--- config.mk ---
export PLATFORM = sky130hd
export DESIGN_NAME = bp_trace_packetizer_flat
export DESIGN_NICKNAME = d
export VERILOG_FILES = /design/src/rtl/bp_trace_pkg.sv /design/src/rtl/bp_trace_packetizer_if.sv /design/src/rtl/bp_trace_age_timer.sv /design/src/rtl/bp_trace_packetizer.sv /design/src/flat_wrapper.sv
export SDC_FILE = /design/constraint.sdc
export NUM_CORES = 1
export LEC_CHECK = 0
export BUFFER_PORTS_ARGS = -buffer_cell sky130_fd_sc_hd__buf_2
export CAP_MARGIN = 20
export CORE_AREA = 2 2 194 196
export CTS_CLUSTER_DIAMETER = 50
export DETAILED_ROUTE_END_ITERATION = 12
export DIE_AREA = 0 0 196 198
export PLACE_DENSITY_LB_ADDON = 0.25
export SKIP_CTS_REPAIR_TIMING = 1
export SYNTH_ARGS = -nofsm -noshare
export SYNTH_HDL_FRONTEND = slang
export SYNTH_SLANG_ARGS = --single-unit
--- constraint.sdc ---
create_clock -name clk_i -period 4.7 [get_ports clk_i]
set_input_delay 0.47 -clock clk_i [delete_from_list [all_inputs] [get_ports clk_i]]
set_output_delay 0.47 -clock clk_i [all_outputs]
set_load 0.01 [all_outputs]
--- src/rtl/bp_trace_pkg.sv ---
// Shared types for the trace packetizer: FSM states, header layout, default tag.
package bp_trace_pkg;

  typedef enum logic [1:0] {
    ST_IDLE,
    ST_FILL,
    ST_HEADER,
    ST_PAYLOAD
  } state_e;

  typedef struct packed {
    logic [7:0] magic;
    logic [7:0] seq;
    logic [7:0] count;
    logic [7:0] rsvd;
  } pkt_hdr_t;

  localparam logic [7:0] MAGIC_DEFAULT = 8'hB7;

  function automatic logic [31:0] make_hdr(input logic [7:0] magic,
                                           input logic [7:0] seq,
                                           input logic [7:0] count);
    pkt_hdr_t h;
    h.magic = magic;
    h.seq   = seq;
    h.count = count;
    h.rsvd  = 8'h00;
    return h;
  endfunction

endpackage

--- src/rtl/bp_trace_packetizer_if.sv ---
// 32-bit valid/ready stream with optional last marker, used for both trace input and packet output.
interface bp_trace_packetizer_if;
  logic [31:0] data;
  logic        valid;
  logic        ready;
  logic        last;

  modport master (output data, valid, last, input ready);
  modport slave  (input data, valid, last, output ready);
endinterface

--- src/rtl/bp_trace_age_timer.sv ---
// Packet age counter: cleared when a packet opens, counts while enabled, flags expiry.
module bp_trace_age_timer #(
  parameter int TIMEOUT_CYCLES = 64
) (
  input  logic clk_i,
  input  logic reset_n_i,
  input  logic start,
  input  logic en,
  output logic expired
);

  localparam int TW = (TIMEOUT_CYCLES > 1) ? $clog2(TIMEOUT_CYCLES) : 1;

  logic [TW-1:0] timer_q;

  always_ff @(posedge clk_i or negedge reset_n_i) begin
    if (!reset_n_i) begin
      timer_q <= '0;
    end else if (start) begin
      timer_q <= '0;
    end else if (en) begin
      timer_q <= timer_q + TW'(1);
    end
  end

  assign expired = (timer_q == TW'(TIMEOUT_CYCLES - 1));

endmodule

--- src/rtl/bp_trace_packetizer.sv ---
// Frames the discontinuity-PC stream into header + payload packets for the host DMA.
//
// state      | meaning
// -----------+-----------------------------------------------------------
// ST_IDLE    | buffer empty, waiting for the first word of a packet
// ST_FILL    | collecting words until full, flush or age timeout
// ST_HEADER  | presenting the header beat
// ST_PAYLOAD | presenting buffered words, last beat marked
module bp_trace_packetizer
  import bp_trace_pkg::*;
#(
  parameter int         MAX_WORDS      = 8,
  parameter int         TIMEOUT_CYCLES = 64,
  parameter logic [7:0] MAGIC          = MAGIC_DEFAULT
) (
  input  logic                   clk_i,
  input  logic                   reset_n_i,
  input  logic                   flush_i,
  bp_trace_packetizer_if.slave   trace,
  bp_trace_packetizer_if.master  pkt,
  output logic [7:0]             pkt_seq_o
);

  localparam int CW = $clog2(MAX_WORDS + 1);
  localparam int IW = (MAX_WORDS > 1) ? $clog2(MAX_WORDS) : 1;

  state_e        state_q;
  logic [CW-1:0] count_q;
  logic [CW-1:0] rd_idx_q;
  logic [7:0]    seq_q;
  logic          ready_q;
  logic          valid_q;
  logic          last_q;
  logic [31:0]   data_q;
  logic [31:0]   pay_buf [MAX_WORDS];

  logic          hs;
  logic [CW-1:0] next_count;
  logic [CW-1:0] rd_nxt;
  logic          close;
  logic          tmr_start;
  logic          tmr_en;
  logic          tmr_expired;
  logic          unused_trace_last;

  assign unused_trace_last = trace.last;

  always_comb begin
    hs         = trace.valid & ready_q;
    next_count = count_q + CW'(hs);
    rd_nxt     = rd_idx_q + CW'(1);
    close      = (state_q == ST_FILL) &
                 ((next_count == CW'(MAX_WORDS)) | flush_i | tmr_expired);
    tmr_start  = (state_q == ST_IDLE) & hs;
    tmr_en     = (state_q == ST_FILL) & ~close;
  end

  bp_trace_age_timer #(
    .TIMEOUT_CYCLES (TIMEOUT_CYCLES)
  ) u_age_timer (
    .clk_i     (clk_i),
    .reset_n_i (reset_n_i),
    .start     (tmr_start),
    .en        (tmr_en),
    .expired   (tmr_expired)
  );

  // Buffer is not reset; count_q alone decides which entries are meaningful.
  always_ff @(posedge clk_i) begin
    if (hs) begin
      pay_buf[IW'(count_q)] <= trace.data;
    end
  end

  always_ff @(posedge clk_i or negedge reset_n_i) begin
    if (!reset_n_i) begin
      state_q  <= ST_IDLE;
      count_q  <= '0;
      rd_idx_q <= '0;
      seq_q    <= '0;
      ready_q  <= 1'b0;
      valid_q  <= 1'b0;
      last_q   <= 1'b0;
      data_q   <= '0;
    end else begin
      case (state_q)
        ST_IDLE: begin
          ready_q <= 1'b1;
          if (hs) begin
            count_q <= CW'(1);
            if (MAX_WORDS == 1) begin
              state_q <= ST_HEADER;
              ready_q <= 1'b0;
              valid_q <= 1'b1;
              last_q  <= 1'b0;
              data_q  <= make_hdr(MAGIC, seq_q, 8'd1);
            end else begin
              state_q <= ST_FILL;
            end
          end
        end

        ST_FILL: begin
          count_q <= next_count;
          if (close) begin
            state_q <= ST_HEADER;
            ready_q <= 1'b0;
            valid_q <= 1'b1;
            last_q  <= 1'b0;
            data_q  <= make_hdr(MAGIC, seq_q, 8'(next_count));
          end
        end

        ST_HEADER: begin
          if (pkt.ready) begin
            state_q  <= ST_PAYLOAD;
            rd_idx_q <= '0;
            data_q   <= pay_buf[0];
            last_q   <= (count_q == CW'(1));
          end
        end

        ST_PAYLOAD: begin
          if (pkt.ready) begin
            if (last_q) begin
              state_q <= ST_IDLE;
              seq_q   <= seq_q + 8'd1;
              count_q <= '0;
              ready_q <= 1'b1;
              valid_q <= 1'b0;
              last_q  <= 1'b0;
              data_q  <= '0;
            end else begin
              rd_idx_q <= rd_nxt;
              data_q   <= pay_buf[IW'(rd_nxt)];
              last_q   <= (rd_nxt == count_q - CW'(1));
            end
          end
        end

        default: state_q <= ST_IDLE;
      endcase
    end
  end

  assign trace.ready = ready_q;
  assign pkt.valid   = valid_q;
  assign pkt.last    = last_q;
  assign pkt.data    = data_q;
  assign pkt_seq_o   = seq_q;

endmodule

--- src/flat_wrapper.sv ---
// flat-port wrapper written by rule: the top's interface ports become plain ports
module bp_trace_packetizer_flat import bp_trace_pkg::*;
#(
  parameter int         MAX_WORDS      = 8,
  parameter int         TIMEOUT_CYCLES = 64,
  parameter logic [7:0] MAGIC          = MAGIC_DEFAULT
)
  (clk_i, reset_n_i, flush_i, pkt_seq_o, trace_data, trace_valid, trace_last, trace_ready, pkt_data, pkt_valid, pkt_last, pkt_ready);
  bp_trace_packetizer_if trace_i ();
  bp_trace_packetizer_if pkt_i ();
  input  logic clk_i;
  input  logic reset_n_i;
  input  logic flush_i;
  output logic [7:0] pkt_seq_o;
  input wire logic [$bits(trace_i.data)-1:0] trace_data;
  input wire logic [$bits(trace_i.valid)-1:0] trace_valid;
  input wire logic [$bits(trace_i.last)-1:0] trace_last;
  output wire logic [$bits(trace_i.ready)-1:0] trace_ready;
  output wire logic [$bits(pkt_i.data)-1:0] pkt_data;
  output wire logic [$bits(pkt_i.valid)-1:0] pkt_valid;
  output wire logic [$bits(pkt_i.last)-1:0] pkt_last;
  input wire logic [$bits(pkt_i.ready)-1:0] pkt_ready;
  assign trace_i.data = trace_data;
  assign trace_i.valid = trace_valid;
  assign trace_i.last = trace_last;
  assign trace_ready = trace_i.ready;
  assign pkt_data = pkt_i.data;
  assign pkt_valid = pkt_i.valid;
  assign pkt_last = pkt_i.last;
  assign pkt_i.ready = pkt_ready;
  bp_trace_packetizer #(.MAX_WORDS(MAX_WORDS), .TIMEOUT_CYCLES(TIMEOUT_CYCLES), .MAGIC(MAGIC)) u_core (.clk_i(clk_i), .reset_n_i(reset_n_i), .flush_i(flush_i), .trace(trace_i), .pkt(pkt_i), .pkt_seq_o(pkt_seq_o));
endmodule
### Yosys cells after proc, flatten, opt, wreduce, memory -nomap -nowiden

Memory sizes are Yosys's and may differ from the RTL's.
Index checks and enable logic that the tools add are counted.
W data, S select, Z words.

* add/subtract/negate cells: 5
* eq/ne operators: 13
* mux-type cells: 35
* bitwise logic cells: 7
* reduce and logical (&&, ||, !) cells: 13

Operators with widths (number)
* $mux W32: 4
* $pmux W32 S3: 1
* $mux W4: 6
* $reduce_and A4 Y1: 5
* $mux W6: 2
* $pmux W4 S3: 1
* $mux W1: 11
* $mux W2: 5
* $add A8 B1 Y8 const B: 1
* $pmux W2 S4: 1
* $pmux W4 S2: 1
* $add A6 B1 Y6 const B: 1
* $eq A6 B6 Y1 const B: 1
* $ne A2 B1 Y1 const B: 3
* $ne A2 B2 Y1 const B: 3
* $pmux W1 S3: 2
* $reduce_bool A2 Y1: 3
* $reduce_bool A3 Y1: 2
* $reduce_and A5 Y1: 1
* $add A4 B1 Y4: 1
* $add A4 B1 Y4 const B: 1
* $and A1 B1 Y1: 4
* $eq A2 B2 Y1 const B: 2
* $eq A4 B1 Y1 const B: 1
* other kinds (9): 10

* register bits: 59
* memory bits (writable): 256
* output and inout port bits: 43
* logic and storage cells: 83
* memories kept: 1

Memory list
* u_core.pay_buf: words 8, width 32, read ports 2, clocked after Yosys merged registers in 0, wr ports 1, RTL line bp_trace_packetizer.sv:35 `logic [31:0] pay_buf [MAX_WORDS];`

### Depth between registers and ports, before layout

Gate-level depths: netlist of the first run.

* word-level depth: 10
* mapped depth: 12

### Modules after synthesis

A second synthesis of the first run with hierarchy kept.

* cell total of the unflattened synthesis: 821
* area, all modules: 12724.7 sq um

Modules (own cells, without submodules)
* bp_trace_packetizer: instances 1, cells an instance 793, area each 12443.2 sq um, sequential area each 9013.6 sq um
* bp_trace_age_timer: instances 1, cells an instance 28, area each 281.5 sq um, sequential area each 150.1 sq um

### Worst setup path before layout of the first run

OpenSTA, ideal clock, no wires.

* path kind: reg-to-reg
* start point: reg u_core.count_q[2]
* end point: mem u_core.pay_buf[4][0] (enable)
* arrival: 4.076 ns
* data required time: 4.187 ns
* setup slack: 0.111 ns
* cell stages (with the launch flop): 3
* buffers on the path: 1
* period minus slack after synthesis: 4.589 ns
* path through: dfrtp_1 clkbuf_1 nor4b_1

RTL lines
* start: declaration: RTL line bp_trace_packetizer.sv:28 `logic [CW-1:0] count_q;`
* start signal: assignment: RTL line bp_trace_packetizer.sv:104 `count_q <= next_count;`
* end: declaration: RTL line bp_trace_packetizer.sv:35

Straight into the memory's write port.

### Final worst setup path of the first run

* start point: reg u_core.ready_q, in the netlist u_core.trace.ready
* end point: reg u_core.data_q[23], in the netlist u_core.pkt.data[23]

* longest elaborated chain between the ends: 8

Ends and longest elaborated chain
* start: declaration: RTL line bp_trace_packetizer.sv:31 `logic ready_q;`
* start signal: assignment: RTL line bp_trace_packetizer.sv:81 `ready_q <= 1'b0;`
* start signal: assignment: RTL line bp_trace_packetizer.sv:88 `ready_q <= 1'b1;`
* start signal: assignment: RTL line bp_trace_packetizer.sv:93 `ready_q <= 1'b0;`
* $and A1 B1 Y1: RTL line bp_trace_packetizer.sv:49 `hs = trace.valid & ready_q;`
* $add A4 B1 Y4: RTL line bp_trace_packetizer.sv:50 `next_count = count_q + CW'(hs);`
* $eq A4 B4 Y1: RTL line bp_trace_packetizer.sv:53 `((next_count == CW'(MAX_WORDS)) | flush_i | tmr_expired);`
* $or A1 B1 Y1 (2 in series): RTL line bp_trace_packetizer.sv:53
* $and A1 B1 Y1: RTL line bp_trace_packetizer.sv:52 `close = (state_q == ST_FILL) &`
* $ne A2 B1 Y1 (no source line)
* $reduce_and A4 Y1 (no source line)
* end signal: assignment: RTL line bp_trace_packetizer.sv:96 `data_q <= make_hdr(MAGIC, seq_q, 8'd1);`
* end signal: assignment: RTL line bp_trace_packetizer.sv:110 `data_q <= make_hdr(MAGIC, seq_q, 8'(next_count));`
* end signal: assignment: RTL line bp_trace_packetizer.sv:118 `data_q <= pay_buf[0];`
* end: declaration: RTL line bp_trace_packetizer.sv:34 `logic [31:0] data_q;`

Every way passes these cells.
A chain may end at the register's enable or synchronous reset.

==> summary.txt, run 1 <==
outcome - completed
Switching Power - 2.93 mW
total leakage power - 5.30 nW
routability cong. - 0.796
vias in the first global route - 7082
share of layout cells above drive strength 1 - 0.311
Worst R2R Start - u_core.trace.ready
GRT Util Overall - 0.158
ant diodes - 0
worst setup margin - 1250 ps
Max Cap Viol - 0
DR vias/cell - 5.23
Num CTS Buffers - 37
Sw Ratio - 0.315
Max clock buf depth - 3
Finish-stage setup viols - 0
RSZ-0062 raised after global routing - false
required time worst endpoint - 5100 ps
CTS tree - done
worst min path class - primary input to async pin
FMAX - 0.290 GHz
top cell type's share of synthesized area - 0.605
Hold Vio Cnt, Final - 0
Synth area leader - edfxtp_1
Die ar. - 0.0388 mm^2
Reg power frac - 0.394
via count - 6842
top-count cell post-synth - edfxtp_1
DRT Wirelength - 30200 um
clock latency on the worst-skew pair - 520 ps
Residual DRC - 0
mux contribution to synthesized area - 0.137
final antenna-violating net count - 0
asr flop ratio synth - 0.187
Peak VDD IR - 0.428 mV
Syn Nets - 747
Seq/Total Area, Yosys - 0.721
Pint - 6.37 mW
Startpoint Class - flop
FF+latch area - 0.00917 mm^2
largest family of logic cells by synthesized area - multiplexers
nets@finish - 855
CP Data Arrival Time - 3850 ps
Top FF cell, synth - edfxtp_1
Simple-Gate Fraction of Synth Area - 0.0460
Mapped Area - 0.0127 mm^2
initial cell density of the core - 0.344
Clk pwr share - 0.301
DIE WIDTH - 196 um
Avg WL per Cell - 23.1 um
clk_skew - 12.2 ps
Yosys reg bits - 315
Synth Area in Adders - 0.0108
Pre-antenna DRT Iters - 4
Combinational Power Share - 0.306
Compound-Gate Fraction of Synth Area - 0.0505
Area growth syn-to-layout - 18.2%
Final period util - 0.733
fillers - 3353
P per Cell Area - 620 mW/mm^2
Die Ht - 198 um
Critical Path Sink Type - flop
Slew Limit Headroom - 0.293
Post-Syn Area per Cell - 18.2 um^2
dpl ws - 1050 ps
I/O pin count - 81
Synth Area in XOR/XNOR - 0.0159
dominant cells by area after synthesis - edfxtp_1 61%, dfrtp_1 12%, mux4_2 11%
CTS root buf - clkbuf_16
HPWL after DPL - 17800 um
Crit Path Max Fanout - 10
Core Area - 0.0370 mm^2
Final TNS setup - 0 ps
Crit Path Class - flop to flop
CTS sink cnt - 315
Syn Inst Count - 698
post-synth cell types - 47
first-pass GRT wire length - 45300 um
GRT overflow - 0
Worst-path clk slew - 60 ps
commonest cells in the netlist - 256 x edfxtp_1, 64 x mux4_2, 59 x dfrtp_1
crit path time final - 3450 ps
footprint of the multi-input gates - 0.00339 mm^2
initial antenna violation count - 1
Max H-tree Level - 2
Slew Limit Fails - 0
port bufs - 79
Std-Cell Rows - 71
Critical Path Source - u_core.trace.ready
synth warn - 0
number of synthesized flops with an enable pin - 256
largest net degree at the start of global routing - 57
Starting DRT DRC Count - 445
Least-Margin Pin Slew - 1060 ps
worst max-delay path: stages (launching register included):
cell and delay [ps]:
dfrtp_1 400, nand2_1 290, inv_1 110, ha_1 230, ha_1 240, xor2_1 210, or3_4 400, o21a_1 330
nor2_2 420, buf_4 330, mux2_2 360
stage by stage:
| stage | utilization | hold slack [ps] | cell area [um^2] | power, mW | instances |
|---|---|---|---|---|---|
| floorplan | - | 174 | 12700 | 5.68 | 698 |
| global placement | 0.373 | 486 | 13800 | 6.58 | 1240 |
| detailed placement | 0.374 | 491 | 13800 | 6.62 | 1241 |
| CTS | 0.406 | 55.1 | 15000 | 9.44 | 1309 |
| global route | 0.406 | 93.5 | 15000 | 9.78 | 1309 |
| finish | 0.406 | 43.0 | 15000 | 9.30 | 1309 |
power by group through the flow:
| stage | clock (mW) | combinational, mW | sequential [mW] |
|---|---|---|---|
| 2_1_floorplan | 0 | 2.04 | 3.65 |
| 3_3_place_gp | 0 | 2.87 | 3.72 |
| 3_5_place_dp | 0 | 2.89 | 3.72 |
| 4_1_cts | 2.87 | 2.90 | 3.67 |
| 5_1_grt | 2.98 | 3.09 | 3.71 |
| 6_report | 2.80 | 2.84 | 3.66 |
state kept, by name (all words and copies together) (netlist names):
signal                      count
u_core.count_q                  4
u_core.pkt.last                 1
u_core.pkt.valid                1
u_core.pkt_seq_o                8
u_core.trace.ready              1
u_core.rd_idx_q                 4
u_core.pkt.data                32
u_core.pay_buf                256
u_core.u_age_timer.timer_q      6
u_core.state_q                  2
worst paths after layout:
path | slack, ps | to | depth (start not counted)
setup / recovery | 1250 | u_core.pkt.data[23] | 10
hold reg to reg | 500 | u_core.pkt.data[9] | 1
hold / removal | 40 | u_core.pkt.data[16] | 1
max in group asynchronous | 3810 | u_core.rd_idx_q[0] | 2
min in group clk_i | 220 | u_core.pay_buf[1][28] | 1
setup reg to reg | 1250 | u_core.pkt.data[23] | 10
layer usage:
layer  vias up  global-route usage  wire (um)
met2       152               0.255      14400
li1       3028                   -          -
met1      3614               0.217      13700
met3        46              0.0313       1480
met5         -                   0          7
met4         2              0.0480        641
cells in the final DEF, fill, tap and decap left out, types with 16 or more instances in the layout:
cell type / synthesis / final
a221o_1: 26 / 26
mux2i_1: 16 / 16
edfxtp_1: 256 / 256
nor3_1: 23 / 20
buf_2: 11 / 79
clkbuf_16: 0 / 39
buf_4: 4 / 31
dfrtp_1: 59 / 58
nand2_1: 48 / 48
a21oi_1: 21 / 21
mux4_2: 64 / 64
final cells by class:
class | instances | share of cell area
clock inverters | 23 | 0.0131
inverters | 9 | 0.00225
well taps | 474 | 0.0395
clock buffers | 45 | 0.0672
multi-input cells | 333 | 0.226
flip-flops and latches | 315 | 0.611
repair buffers | 110 | 0.0418
logic make-up (layout without fill, tap and decap cells):
group,Yosys count,after routing
AOI/OAI and AO/OA,84,84
buffers and inverters,50,187
adders and majority gates,11,11
muxes,92,92
xor gates and xnor gates,23,23
DFF,315,315
and+or+nand+nor,123,123
No activity file was read; power rests on OpenSTA's default activity.
==> run 2, diff against run 1 <==
ABC_AREA = 1   (was unset)
CORE_AREA = 2 2 200 202   (was 2 2 194 196)
DIE_AREA = 0 0 202 204   (was 0 0 196 198)
clock period = 3.2 ns   (was 4.7 ns; I/O delays follow)
==> run 2 against run 1 <==
Net effect: worst setup slack lost 830 ps; first-iteration DRC count grew 89%; critical endpoint is now u_core.pkt.last; cell area increased by 5.8%.
==> summary.txt, run 2 <==
outcome - completed
Synth Area in Adders - 0.0102 (-0.000633)
asr flop ratio synth - 0.187 (unchanged)
Critical Path Source - u_core.trace.ready
CP Data Arrival Time - 3230 ps (-620 ps)
worst setup margin - 419 ps (-834 ps)
Compound-Gate Fraction of Synth Area - 0.0568 (+0.00632)
Yosys reg bits - 315 (unchanged)
most frequent cells in the layout - 365 x nand2_1, 256 x edfxtp_1, 171 x nor2_1
top-count cell post-synth - nand2_1
Post-Syn Area per Cell - 10.5 um^2 (-42%)
final antenna-violating net count - 0 (unchanged)
initial cell density of the core - 0.344 (+0.000566)
Max clock buf depth - 3 (unchanged)
worst min path class - primary input to flop
Sw Ratio - 0.372 (+0.0566)
Switching Power - 5.59 mW (+90%)
GRT overflow - 0 (unchanged)
clk_skew - 14.3 ps (+2.06 ps)
overall power - 15.0 mW (+61%)
CTS root buf - clkbuf_16
dpl ws - 423 ps (-625 ps)
cell area after layout - 0.0159 mm^2 (+5.8%)
total leakage power - 6.36 nW (+20%)
dominant cells by area after synthesis - edfxtp_1 57%, dfrtp_1 11%, nand2_1 10%
final core occ - 0.405 (-0.000881)
Synth Area in XOR/XNOR - 0.00649 (-0.00936)
DR vias/cell - 4.76 (-8.8%)
DIE WIDTH - 202 um (+3.1%)
Die ar. - 0.0412 mm^2 (+6.2%)
post-synth cell types - 37 (-21%)
Syn Nets - 1328 (+78%)
Worst-path clk slew - 60 ps (about the same)
largest family of logic cells by synthesized area - simple AND/OR/NAND/NOR gates
Std-Cell Rows - 73 (+2.8%)
Mapped Area - 0.0135 mm^2 (+6.2%)
R2R cell count - 13 (+3)
Slew Limit Fails - 0 (unchanged)
CTS sink cnt - 315 (unchanged)
Final TNS setup - 0 ps (unchanged)
nets@finish - 1413 (+65%)
Area growth syn-to-layout - 17.7%
Combinational Power Share - 0.354 (+0.048)
Synth area leader - edfxtp_1
Residual DRC - 0 (unchanged)
crit path time final - 2780 ps (-666 ps)
RSZ-0062 raised after global routing - false
Top FF cell, synth - edfxtp_1
Finish-stage setup viols - 0 (unchanged)
Crit Path Class - flop to flop
Non-Filler Instances - 1919 (+47%)
Simple-Gate Fraction of Synth Area - 0.205 (+0.159)
top cell type's share of synthesized area - 0.570 (-0.0353)
commonest non-fill, non-tap cell in the layout - nand2_1
Crit Path Max Fanout - 30 (+20)
Starting DRT DRC Count - 842 (+89%)
Clk pwr share - 0.298 (-0.003)
fillers - 3731 (+11%)
Max Cap Viol - 0 (unchanged)
WHS Path Cells - 1
Hold Vio Cnt, Final - 0 (unchanged)
FMAX - 0.360 GHz (+24%)
port bufs - 79 (unchanged)
Num CTS Buffers - 39 (+5.4%)
routability cong. - 0.765 (-3.9%)
Pint - 9.43 mW (+48%)
clock latency on the worst-skew pair - 520 ps (about the same)
Placed Cells - 1847 (+49%)
Die Ht - 204 um (+3.0%)
Reg with most FFs - u_core.pay_buf
via count - 9143 (+34%)
Pre-antenna DRT Iters - 5 (+1)
max FFs per register - 256 (unchanged)
share of layout cells above drive strength 1 - 0.140 (-0.171)
hold wc startpoint - trace_data[31]
Avg WL per Cell - 17.9 um (-23%)
mux contribution to synthesized area - 0 (-0.137)
P per Cell Area - 946 mW/mm^2 (+53%)
Startpoint Class - flop
Core Area - 0.0392 mm^2 (+6.0%)
first-pass GRT wire length - 52700 um (+16%)
Reg power frac - 0.348 (-0.046)
DRT Wirelength - 34300 um (+13%)
Least-Margin Pin Slew - 920 ps (-141 ps)
I/O pin count - 81 (unchanged)
CTS tree - done
synth warn - 0 (unchanged)
Critical Path Sink Type - flop
Seq/Total Area, Yosys - 0.679 (-0.0421)
required time worst endpoint - 3650 ps (-1450 ps)
Post-DP Area - 0.0146 mm^2 (+5.4%)
Max H-tree Level - 2 (unchanged)
Peak VDD IR - 0.645 mV (+51%)
initial antenna violation count - 5 (+4)
number of synthesized flops with an enable pin - 256 (unchanged)
largest net degree at the start of global routing - 85 (+49%)
Slew Limit Headroom - 0.386 (+0.0938)
HPWL after DPL - 19400 um (+8.9%)
commonest cells in the netlist - 365 x nand2_1, 256 x edfxtp_1, 178 x nor2_1
worst hold slack - 69.6 ps (+26.6 ps)
Final period util - 0.869 (+0.136)
GRT Util Overall - 0.167 (+0.00945)
vias in the first global route - 8768 (+24%)
Worst R2R Start - u_core.trace.ready
Syn Inst Count - 1279 (+83%)
## run 2: cell types whose count changed after synthesis, sizes merged, moves of 16 or more
cell,before,now
nand2,48,369
mux4,64,0
buf,23,43
mux2i,16,0
nand3,9,121
inv,9,57
nor2,15,182
nor3,23,3
a221o,26,0
o21ai,12,97
## run 2: power by group through the flow
stage	clock network [mW]	registers (mW)	logic (mW)
after CTS	4.57	5.24	5.38
after global routing	4.74	5.28	5.98
after floorplan	0	5.34	3.58
after global placement	0	5.30	5.29
final	4.47	5.23	5.31
after detailed placement	0	5.31	5.36
## run 2: path summary, 6_finish.rpt
kind,endpoint,slack (ps)
max,u_core.pkt.last,420
min,u_core.pay_buf[5][31],70
max reg2reg,u_core.pkt.last,420
min reg2reg,u_core.pkt.data[16],470
max in group asynchronous,u_core.rd_idx_q[0],2460
min in group asynchronous,u_core.state_q[1],380
## run 2: layer usage
| metal | wire length [um] | vias to the layer above | track usage |
|---|---|---|---|
| li1 | - | 4517 | - |
| met1 | 15600 | 4323 | 0.228 |
| met2 | 16000 | 240 | 0.275 |
| met3 | 1840 | 55 | 0.0314 |
| met4 | 742 | 8 | 0.0460 |
| met5 | 44 | - | 0 |
## run 2: logic make-up (layout without fill, tap and decap cells)
logic type / count (synthesis) / in the layout
adder cells (fa/ha/maj): 11 / 11
buffers and inverters: 124 / 238
other: 0 / 1
flip-flops: 315 / 315
XOR/XNOR: 10 / 10
AND/OR/NAND/NOR: 680 / 680
AO/OA/AOI/OAI: 139 / 139
## run 2: area by class of cell
type | count | area [um^2] | area share
sequential | 315 | 9170 | 0.577
multi-input combinational | 840 | 3820 | 0.241
inverter | 58 | 220 | 0.0139
timing repair buffer | 110 | 693 | 0.0436
clock buffer | 50 | 1050 | 0.0660
tap | 525 | 657 | 0.0414
antenna | 1 | 2.50 | 0.000158
clock inverter | 20 | 273 | 0.0172
## run 2: critical path, stage by stage, from the launching register on
cell,delay (ps)
dfrtp_1,390
nand2_1,170
inv_1,130
ha_1,250
ha_1,340
inv_1,90
nand2_1,50
nor2_1,130
nand2_2,110
nand2_4,160
o21ai_4,230
inv_4,440
nand2_1,120
nand2_1,80
